==> config.mk <==
export PLATFORM = sky130hd
export DESIGN_NAME = spi_reg_bridge
export DESIGN_NICKNAME = d
export VERILOG_FILES = /design/src/rtl/spi_reg_bridge.sv
export SDC_FILE = /design/constraint.sdc
export NUM_CORES = 1
export LEC_CHECK = 0
export ABC_AREA = 1
export BUFFER_PORTS_ARGS = -buffer_cell sky130_fd_sc_hd__buf_4
export CORE_UTILIZATION = 25
export CTS_CLUSTER_SIZE = 12
export DETAILED_ROUTE_END_ITERATION = 10
export GPL_TIMING_DRIVEN = 0
export PLACE_DENSITY = 0.52
export SYNTH_ARGS = -nofsm -noshare
export SYNTH_HDL_FRONTEND = slang
export SYNTH_SLANG_ARGS = --single-unit
==> constraint.sdc <==
create_clock -name clk -period 2 [get_ports clk]
set_clock_uncertainty 0.1 [all_clocks]
set_input_delay 0.2 -clock clk [delete_from_list [all_inputs] [get_ports clk]]
set_output_delay 0.2 -clock clk [all_outputs]
set_load 0.05 [all_outputs]
==> src/rtl/spi_reg_bridge.sv <==
// SPI mode-0 slave decoding the byte register protocol onto a register-file port.
// Optional `SPI_MISO_TRISTATE_EN: miso floats while the synchronised select is high.
module spi_reg_bridge #(
  parameter int REG_W  = 16,
  parameter int ADDR_W = 6
) (
  input  logic              clk,
  input  logic              rst,
  input  logic              mosi,
  output logic              miso,
  input  logic              sclk,
  input  logic              nss,
  output logic [ADDR_W-1:0] reg_addr,
  input  logic [REG_W-1:0]  reg_data_i,
  output logic [REG_W-1:0]  reg_data_o,
  output logic              reg_data_o_vld,
  input  logic [7:0]        status,
  output logic [5:0]        fastcmd,
  output logic              fastcmd_vld
);

  localparam int BYTES = REG_W / 8;
  localparam int BC_W  = (BYTES > 1) ? $clog2(BYTES) : 1;
  localparam logic [BC_W-1:0] LAST_BYTE = BC_W'(BYTES - 1);

  typedef enum logic [2:0] {
    ST_IDLE, ST_CMD, ST_READ, ST_WRITE, ST_FAST, ST_IGNORE
  } state_t;

  state_t state_q, state_d;

  logic sclk_m, sclk_s, sclk_q;
  logic mosi_m, mosi_s;
  logic nss_m, nss_s, nss_q;
  logic rise, fall, nss_fall;

  logic [2:0]       bit_cnt;
  logic [BC_W-1:0]  byte_cnt;
  logic [6:0]       rx_sh;
  logic [7:0]       rx_byte;
  logic [7:0]       tx_sh;
  logic [REG_W-1:0] rd_buf;
  logic             cap_pend;

  assign rise     = sclk_s & ~sclk_q;
  assign fall     = ~sclk_s & sclk_q;
  assign nss_fall = ~nss_s & nss_q;
  assign rx_byte  = {rx_sh, mosi_s};

`ifdef SPI_MISO_TRISTATE_EN
  assign miso = nss_s ? 1'bz : tx_sh[7];
`else
  assign miso = nss_s ? 1'b0 : tx_sh[7];
`endif

  always_ff @(posedge clk) begin
    if (rst) state_q <= ST_IDLE;
    else     state_q <= state_d;
  end

  always_comb begin
    state_d = state_q;
    if (nss_s) begin
      state_d = ST_IDLE;
    end else if (nss_fall) begin
      state_d = ST_CMD;
    end else if (state_q == ST_CMD && rise && bit_cnt == 3'd7) begin
      case (rx_byte[7:6])
        2'b00:   state_d = ST_READ;
        2'b01:   state_d = ST_IGNORE;
        2'b10:   state_d = ST_WRITE;
        default: state_d = ST_FAST;
      endcase
    end
  end

  // The nss chain resets to "selected" so a select held low across reset
  // never looks like a fresh falling edge.
  always_ff @(posedge clk) begin
    if (rst) begin
      sclk_m         <= 1'b0;
      sclk_s         <= 1'b0;
      sclk_q         <= 1'b0;
      mosi_m         <= 1'b0;
      mosi_s         <= 1'b0;
      nss_m          <= 1'b0;
      nss_s          <= 1'b0;
      nss_q          <= 1'b0;
      bit_cnt        <= '0;
      byte_cnt       <= '0;
      rx_sh          <= '0;
      tx_sh          <= '0;
      rd_buf         <= '0;
      cap_pend       <= 1'b0;
      reg_addr       <= '0;
      reg_data_o     <= '0;
      reg_data_o_vld <= 1'b0;
      fastcmd        <= '0;
      fastcmd_vld    <= 1'b0;
    end else begin
      sclk_m <= sclk;
      sclk_s <= sclk_m;
      sclk_q <= sclk_s;
      mosi_m <= mosi;
      mosi_s <= mosi_m;
      nss_m  <= nss;
      nss_s  <= nss_m;
      nss_q  <= nss_s;

      reg_data_o_vld <= 1'b0;
      fastcmd_vld    <= 1'b0;
      cap_pend       <= 1'b0;
      if (cap_pend) rd_buf <= reg_data_i;
      if (reg_data_o_vld) reg_addr <= reg_addr + ADDR_W'(1);

      if (nss_s) begin
        bit_cnt  <= '0;
        byte_cnt <= '0;
        rx_sh    <= '0;
        tx_sh    <= '0;
      end else if (nss_fall) begin
        tx_sh    <= status;
        bit_cnt  <= '0;
        byte_cnt <= '0;
      end else if (state_q != ST_IDLE) begin
        if (rise) begin
          rx_sh   <= rx_byte[6:0];
          bit_cnt <= bit_cnt + 3'd1;
          if (bit_cnt == 3'd7) begin
            case (state_q)
              ST_CMD: begin
                if (rx_byte[7:6] == 2'b11) begin
                  fastcmd     <= rx_byte[5:0];
                  fastcmd_vld <= 1'b1;
                end else if (!rx_byte[6]) begin
                  reg_addr <= rx_byte[ADDR_W-1:0];
                  cap_pend <= ~rx_byte[7];
                end
              end
              ST_WRITE: begin
                reg_data_o[{byte_cnt, 3'b000} +: 8] <= rx_byte;
                if (byte_cnt == LAST_BYTE) begin
                  byte_cnt       <= '0;
                  reg_data_o_vld <= 1'b1;
                end else begin
                  byte_cnt <= byte_cnt + BC_W'(1);
                end
              end
              default: ;
            endcase
          end
        end else if (fall) begin
          // bit_cnt wrapped to 0 means a byte just completed: load the next one.
          if (bit_cnt != 3'd0) begin
            tx_sh <= {tx_sh[6:0], 1'b0};
          end else if (state_q == ST_READ) begin
            tx_sh <= rd_buf[{byte_cnt, 3'b000} +: 8];
            if (byte_cnt == LAST_BYTE) begin
              byte_cnt <= '0;
              reg_addr <= reg_addr + ADDR_W'(1);
              cap_pend <= 1'b1;
            end else begin
              byte_cnt <= byte_cnt + BC_W'(1);
            end
          end else begin
            tx_sh <= 8'h00;
          end
        end
      end
    end
  end

endmodule

==> After elaboration in Yosys (flattened, before gate mapping) <==
Cells that the tools add are included.
{ "totals": {"ff_bits": 77, "in_bits": 29, "out_inout_bits": 31, "word_cells": 114} }
{ "classes": {"addsub": 4, "n_eq_ne": 11, "shifts": 3, "muxes": 41, "bitwise": 13, "reduce_logical": 21} }
{ "ops": {"columns": ["op", "n"], "rows": [
  ["2-to-1 mux 6 bit", 13],
  ["2-to-1 mux 8 bit", 6],
  ["2-to-1 mux 1 bit", 20],
  ["bitwise mux 16 bit", 1],
  ["variable shift 8 x 6 -> 16 bit (first input constant)", 1],
  ["variable part select 16 x 5 -> 8 bit", 1],
  ["variable part select 8 x 6 -> 16 bit", 1],
  ["OR reduction 7 bit", 2],
  ["AND reduction 6 bit", 2],
  ["NOT 1 bit", 10],
  ["nonzero test 2 bit", 5],
  ["one-hot mux 3 bit (3 select lines)", 1],
  ["AND reduction 7 bit", 1],
  ["adder 6 x 1 -> 6 bit (second input constant)", 1],
  ["equality test 3 x 2 -> 1 bit (second input constant)", 2],
  ["inequality test 2 x 1 -> 1 bit (second input constant)", 3],
  ["negation 4 -> 6 bit", 1],
  ["AND reduction 3 bit", 2],
  ["nonzero test 3 bit", 2],
  ["equality test 2 bit (second input constant)", 2],
  ["OR reduction 4 bit", 1],
  ["adder 3 x 1 -> 3 bit (second input constant)", 1],
  ["bitwise AND 1 bit", 3],
  ["equality test 3 x 1 -> 1 bit (second input constant)", 1],
  ["9 further kinds", 10]
]} }

==> Longest topological paths before layout <==
Gate-level depths: netlist of run 1.
{ "logic_depth": {"word_depth": 10, "mapped_depth": 11, "depth_no_buf": 11} }

==> Worst setup path before layout of run 1 <==
Ideal clock, no wire load.
{ "synth_timing": {"path_type": "register to register", "from": "register reg_addr[0]", "to": "register reg_addr[2]", "setup_ps": 109, "arrival_ps": 1620, "required_time_ps": 1791, "path_slack_ps": 172, "stages_incl_launch_ff": 11, "path_buffers": 0, "period_less_slack_ps": 1828, "path_cell_list": "dfxtp_1 ha_1 nand2_1 nand2_1 nand2_1 o21ai_0 inv_1 o21ai_0 nand3_1 nand2_1 inv_1"} }
{ "synth_between": {"elab_chain_cells": 10, "elab_cells_between_ends": 14, "classes_between": "add/sub: 1; mux: 13"} }
{ "synth_rtl": {"columns": ["item", "line_no", "source"], "rows": [
  ["start, declared", "13", "output logic [ADDR_W-1:0] reg_addr,"],
  ["start signal, assigned", "114", "if (reg_data_o_vld) reg_addr <= reg_addr + ADDR_W'(1);"],
  ["start signal, assigned", "136", "reg_addr <= rx_byte[ADDR_W-1:0];"],
  ["start signal, assigned", "160", "reg_addr <= reg_addr + ADDR_W'(1);"],
  ["adder 6 x 1 -> 6 bit *", "114, 160", null],
  ["2-to-1 mux 6 bit", "114", null],
  ["2-to-1 mux 6 bit, on equally long branches", "158, 135", null],
  ["2-to-1 mux 6 bit, on equally long branches", "156, 132", null],
  ["2-to-1 mux 6 bit, on equally long branches", "154, 130", null],
  ["2-to-1 mux 6 bit, on equally long branches", "152, 129", null],
  ["2-to-1 mux 6 bit", "126", "if (rise) begin"],
  ["2-to-1 mux 6 bit", "125", "end else if (state_q != ST_IDLE) begin"],
  ["2-to-1 mux 6 bit", "121", "end else if (nss_fall) begin"],
  ["2-to-1 mux 6 bit *", "116", "if (nss_s) begin"]
]} }
Mark *: on every way between the ends. The rest lies on a longest branch, timed or not.
A chain may end at the register's enable or synchronous reset.

==> Final worst setup path of run 1 <==
{ "layout_timing": {"from": "register rx_sh[5]", "to": "register reg_addr[2]"} }
{ "layout_between": {"elab_chain_cells": 8, "elab_cells_between_ends": 9, "classes_between": "eq/ne: 1; mux: 8"} }
{ "layout_rtl": {"columns": ["item", "line_no", "source"], "rows": [
  ["start, declared", "39", "logic [6:0] rx_sh;"],
  ["start signal, assigned", "127", "rx_sh <= rx_byte[6:0];"],
  ["equality test 2 bit / 2-to-1 mux 6 bit (equally long branches)", "132, 135", null],
  ["2-to-1 mux 6 bit *", "132", "if (rx_byte[7:6] == 2'b11) begin"],
  ["2-to-1 mux 6 bit *", "130", "case (state_q)"],
  ["2-to-1 mux 6 bit *", "129", "if (bit_cnt == 3'd7) begin"],
  ["2-to-1 mux 6 bit *", "126", null],
  ["2-to-1 mux 6 bit *", "125", null],
  ["2-to-1 mux 6 bit *", "121", null],
  ["2-to-1 mux 6 bit *", "116", null]
]} }
Marks and branches as above.

==> results of run 1 <==
==> worst max-delay path, cell delays in order (launching register included) <==
cell     delay (ns)
dfxtp_1        0.37
ha_1           0.24
inv_1          0.12
nand3_1        0.11
nor2_1         0.36
a21oi_1        0.14
o21ai_0        0.10
nand3_1        0.09
nand2_1        0.06
inv_1          0.03
==> where the power goes <==
| group | internal (mW) | switching, mW | total [mW] | leakage [nW] |
|---|---|---|---|---|
| Sequential | 1.55 | 0.0149 | 1.57 | 0.622 |
| Combinational | 0.0952 | 0.118 | 0.213 | 1.21 |
| Clock | 0.996 | 0.601 | 1.60 | 0.143 |
| Total | 2.64 | 0.734 | 3.38 | 1.98 |
==> cells by family (layout without fill, tap and decap cells) <==
group / Yosys count / after routing / synth area share
XOR/XNOR: 1 / 1 / 0.002457
buffers and inverters: 95 / 183 / 0.1067
AND/OR/NAND/NOR: 180 / 180 / 0.2236
adder cells (fa/ha/maj): 11 / 11 / 0.03861
flip-flops: 77 / 77 / 0.4324
AO/OA/AOI/OAI: 133 / 133 / 0.1962
==> area by class of cell <==
| cell class | instances | area (um^2) |
|---|---|---|
| multi-input combinational | 325 | 1643 |
| timing repair buffer | 72 | 575.6 |
| buffer | 18 | 91.34 |
| fill | 1522 | 9221 |
| sequential | 77 | 1541 |
| tap | 180 | 225.2 |
| inverter | 77 | 289.0 |
| clock buffer | 12 | 246.5 |
| clock inverter | 4 | 47.55 |
==> final timing paths <==
kind	start	end	slack, ns	depth (start not counted)
max	rx_sh[5]	reg_addr[2]	0.19	9
min	reg_data_i[4]	rd_buf[4]	0.05	3
max reg2reg	rx_sh[5]	reg_addr[2]	0.19	9
min reg2reg	sclk_m	sclk_s	0.30	2
==> sequential cells by signal (all words and copies together) (netlist names) <==
| register | count |
|---|---|
| bit_cnt | 3 |
| byte_cnt | 1 |
| cap_pend | 1 |
| fastcmd | 6 |
| fastcmd_vld | 1 |
| mosi_m | 1 |
| mosi_s | 1 |
| nss_m | 1 |
| nss_q | 1 |
| nss_s | 1 |
| rd_buf | 16 |
| reg_addr | 6 |
| reg_data_o | 16 |
| reg_data_o_vld | 1 |
| rx_sh | 7 |
| sclk_m | 1 |
| sclk_q | 1 |
| sclk_s | 1 |
| state_q | 3 |
| tx_sh | 8 |
==> routing by layer <==
metal  track usage  wire length (um)  vias up
li1              -                 -     1794
met1        0.1639              4280     1590
met2        0.2216              4306       74
met3       0.03618               453       13
met4       0.03935               114        0
met5             0                 0        -
==> layout by cell type (no fill, tap or decap), types with 4 or more instances in the layout <==
cell type      synthesis  layout
dfxtp_1               77      77
nand2_1               75      75
inv_1                 70      70
o21ai_0               66      66
buf_4                  5      63
a21oi_1               51      51
nor2_1                49      49
nand3_1               36      36
dlygate4sd3_1          0      14
ha_1                  11      11
clkbuf_1               7       9
clkbuf_16              0       9
inv_2                  7       7
a41oi_1                5       5
nor2_2                 4       4
buf_2                  4       4
nor3_1                 4       4
==> metrics, run 1 <==
Setup CP Type register to register; pre-CTS WS 0.2140 ns; Worst Setup End Kind register; net count after synthesis 537; setup bufs post-CTS 0; Post-synth ARST share 0; post-route minimum period 1.813 ns; IO buf count 58; crit share post-route 0.9066; sequential element share of the synthesized area 0.4324; Worst-path clk slew 0.06 ns; detailed-route via count 3471; RePlAce Congestion 0.8103; synth cell count leaders 77 x dfxtp_1, 75 x nand2_1, 70 x inv_1; final setup fails 0; CTS resizes 0; synth top area cells dfxtp_1 43%, o21ai_0 9.3%, nand2_1 7.9%; Via density 4.537; Final Hold Violating Endpoints 0; synth warn 0; final instance area 4659 um^2; H-tree levels 3; DP Cell Count 735; initial DRC count 118; min setup slack post-route 0.1868 ns; largest net degree at the start of global routing 13; Tot Pwr 3.376 mW; Total GRT Usage 0.1323; Critical Path Start Type register; Worst-Margin Slew 0.5714 ns; Max Root-Sink Buffers 2; number of routed nets with antenna violations 0; row cnt 43; CP max FO 6; synthesized area per cell 7.172 um^2; PwrDens 724.6 nW/um^2; worst vdd ir 0.3499 mV; CTS tree done; routed wire length 9154 um; leakage power 1.977 nW; Util after Layout 0.3357; Die Wd 121.4 um; gr ovfl total 0; leading area contributor after synthesis dfxtp_1; area post-placement 4225 um^2; WL/cell 11.97 um; drt first pass iters 4; status completed; first-pass GRT wire length 15260 um; total core area 13880 um^2; Post-Syn Area 3565 um^2; Final Non-Filler Cells 765; CTS Buf Count 9; hpwl dp 6877 um; clk_lat worst skew 0.33 ns; post-cts hold buffer count 14; Final Slew Violations 0; max_cap viols 0; antenna violations before repair 0; via count of the first global-routing pass 3301; Post-synth EDFFs 0; Hold Crit Class input pin to register; Clock Tree Root clkbuf_16; share of cells above drive strength 1 0.1726; CP required 2.14 ns; Cell variety after synth 28; net count reported at finish 620; Top-Level Pins 60; worst hold slack 0.04961 ns; Worst EP arrival 1.95 ns; FF+latch count, synth 77; CTS Sinks 77; Max-Slew Margin vs Limit 0.6191; Area growth, synth to finish 30.71%; Initial Util 0.2568; Synth Flop Type dfxtp_1; Syn Inst Count 497; Max Fclk 0.5515 GHz; unrepaired setup endpoints after global routing no; die footprint 14740 um^2; DRC 0; Synth top area share 0.4324; count leader, synth dfxtp_1; setup TNS 0 ns; die height 121.4 um; Antenna Cells 0
No activity file was read; power rests on OpenSTA's default activity.
==> run 2: changes to the inputs <==
- CELL_PAD_IN_SITES_DETAIL_PLACEMENT: default -> 0
- CELL_PAD_IN_SITES_GLOBAL_PLACEMENT: default -> 2
- PLACE_DENSITY: 0.52 -> 0.76
- SKIP_LAST_GASP: default -> 1
==> run 2 against run 1 <==
Largest cell class unchanged. Count of clock-buffer cells in the layout fell by 2. First-iteration DRC count rose by 0.85%. Routed wire length rose by 4.9%. Critical endpoint is now reg_data_o[11].
==> metrics, run 2 (same netlist as run 1, synthesis figures left out) <==
IO buf count 58 (unchanged); setup TNS 0 ns (unchanged); Tot Pwr 3.389 mW (+0.39%); worst vdd ir 0.3290 mV (-6.0%); Critical Path Start Type register; detailed-route via count 3392 (-2.3%); max_cap viols 0 (unchanged); CTS Buf Count 9 (unchanged); Hold Crit Class input pin to register; initial DRC count 119 (+0.85%); commonest cells after routing, fill and taps aside 77 x dfxtp_1, 75 x nand2_1, 70 x inv_1; Util after Layout 0.3350 (-0.0006310); DRC 0 (unchanged); leakage power 1.968 nW (-0.42%); Worst Setup End Kind register; worst hold slack 0.007008 ns (-0.04260 ns); Final Slew Violations 0 (unchanged); drt first pass iters 4 (unchanged); final setup fails 0 (unchanged); Seq. cell area 1541 um^2 (unchanged); first-pass GRT wire length 15930 um (+4.4%); Clock Tree Root clkbuf_16; Top-Level Pins 60 (unchanged); row cnt 43 (unchanged); antenna violations before repair 0 (unchanged); Worst-path clk slew 0.06 ns (about the same); CTS tree done; gr ovfl total 0 (unchanged); WL/cell 12.56 um (+5.0%); Max Fclk 0.5676 GHz (+2.9%); Total GRT Usage 0.1387 (+0.006387); status completed; top flop regs rd_buf x16, reg_data_o x16, tx_sh x8; total core area 13880 um^2 (unchanged); PwrDens 728.8 nW/um^2 (+0.58%); H-tree levels 3 (unchanged); clk_lat worst skew 0.33 ns (about the same); Antenna Cells 0 (unchanged); post-route minimum period 1.762 ns (-0.05154 ns); hpwl dp 7131 um (+3.7%); CTS Sinks 77 (unchanged); Die Wd 121.4 um (unchanged); commonest non-fill, non-tap cell in the layout dfxtp_1; routed wire length 9599 um (+4.9%); Max-Slew Margin vs Limit 0.6403 (+0.02122); crit share post-route 0.8808 (-0.02577); CP max FO 10 (+4); Initial Util 0.2568 (unchanged); Worst EP arrival 1.89 ns (-0.06 ns); Worst-Margin Slew 0.5396 ns (-0.03183 ns); Final Hold Violating Endpoints 0 (unchanged); Max Root-Sink Buffers 2 (unchanged); Setup CP Type register to register; CP required 2.13 ns (about the same); RePlAce Congestion 0.7804 (-3.7%); unrepaired setup endpoints after global routing no; largest net degree at the start of global routing 14 (+1); area of the multi-input gates 1645 um^2 (+0.15%); die height 121.4 um (unchanged); number of routed nets with antenna violations 0 (unchanged); fill count 1541 (+1.2%); Area growth, synth to finish 30.47%; net count reported at finish 619 (-0.16%); via count of the first global-routing pass 3316 (+0.45%); Via density 4.440 (-2.1%); share of cells above drive strength 1 0.1764 (+0.003720); die footprint 14740 um^2 (unchanged)
-- run 2: path summary, 6_finish.rpt --
kind	startpoint	endpoint	slack, ns	cells after the start
worst min-delay path	reg_data_i[1]	rd_buf[1]	0.007	3
worst max register to register	bit_cnt[0]	reg_data_o[11]	0.24	8
worst min register to register	nss_m	nss_s	0.30	2
worst max-delay path	bit_cnt[0]	reg_data_o[11]	0.24	8
-- run 2: routing by layer --
layer | wire length [um] | part of all wire | up-vias | GRT usage
li1 | - | - | 1784 | -
met3 | 411 | 0.043 | 13 | 0.03336
met1 | 4476 | 0.47 | 1531 | 0.1713
met2 | 4603 | 0.48 | 64 | 0.2372
met5 | 0 | 0 | - | 0
met4 | 108 | 0.011 | 0 | 0.03935
-- run 2: worst max-delay path: stages (launching register included) --
cell and delay (ns):
dfxtp_1 0.35, ha_1 0.17, ha_1 0.20, nand2_1 0.11, nor2_2 0.16, nand3_2 0.15
buf_4 0.21, o21ai_0 0.16, a21oi_1 0.05
-- run 2: area by class of cell --
cell class | count | share of cell area
Tap cell | 180 | 0.04843
Clock buffer | 10 | 0.04923
Inverter | 77 | 0.06215
Sequential cell | 77 | 0.3315
Clock inverter | 6 | 0.01372
Buffer | 18 | 0.01964
Multi-Input combinational cell | 325 | 0.3538
Timing Repair Buffer | 71 | 0.1216
-- run 2: what timing repair did --
action	in CTS	in global routing
endpoints found under the hold margin	13	0
setup endpoints to repair	0	3
resized for setup	0	1
hold buffers	13	0
buffers inserted	0	0
-- run 2: metrics by stage --
step           area (um^2)  setup slack, ns  std cells
5_1_grt               4651          0.09941        764
3_5_place_dp          4225           0.1603        735
3_3_place_gp          4225           0.1501        735
4_1_cts               4648           0.1310        764
6_report              4651           0.2383        764
2_1_floorplan         3565           0.1716        497
-- run 2: power breakdown --
group          internal, mW  switching (mW)  total (mW)
Clock                 0.964           0.648        1.61
Sequential             1.55          0.0157        1.57
Combinational        0.0939           0.117       0.211
Total                  2.61           0.780        3.39
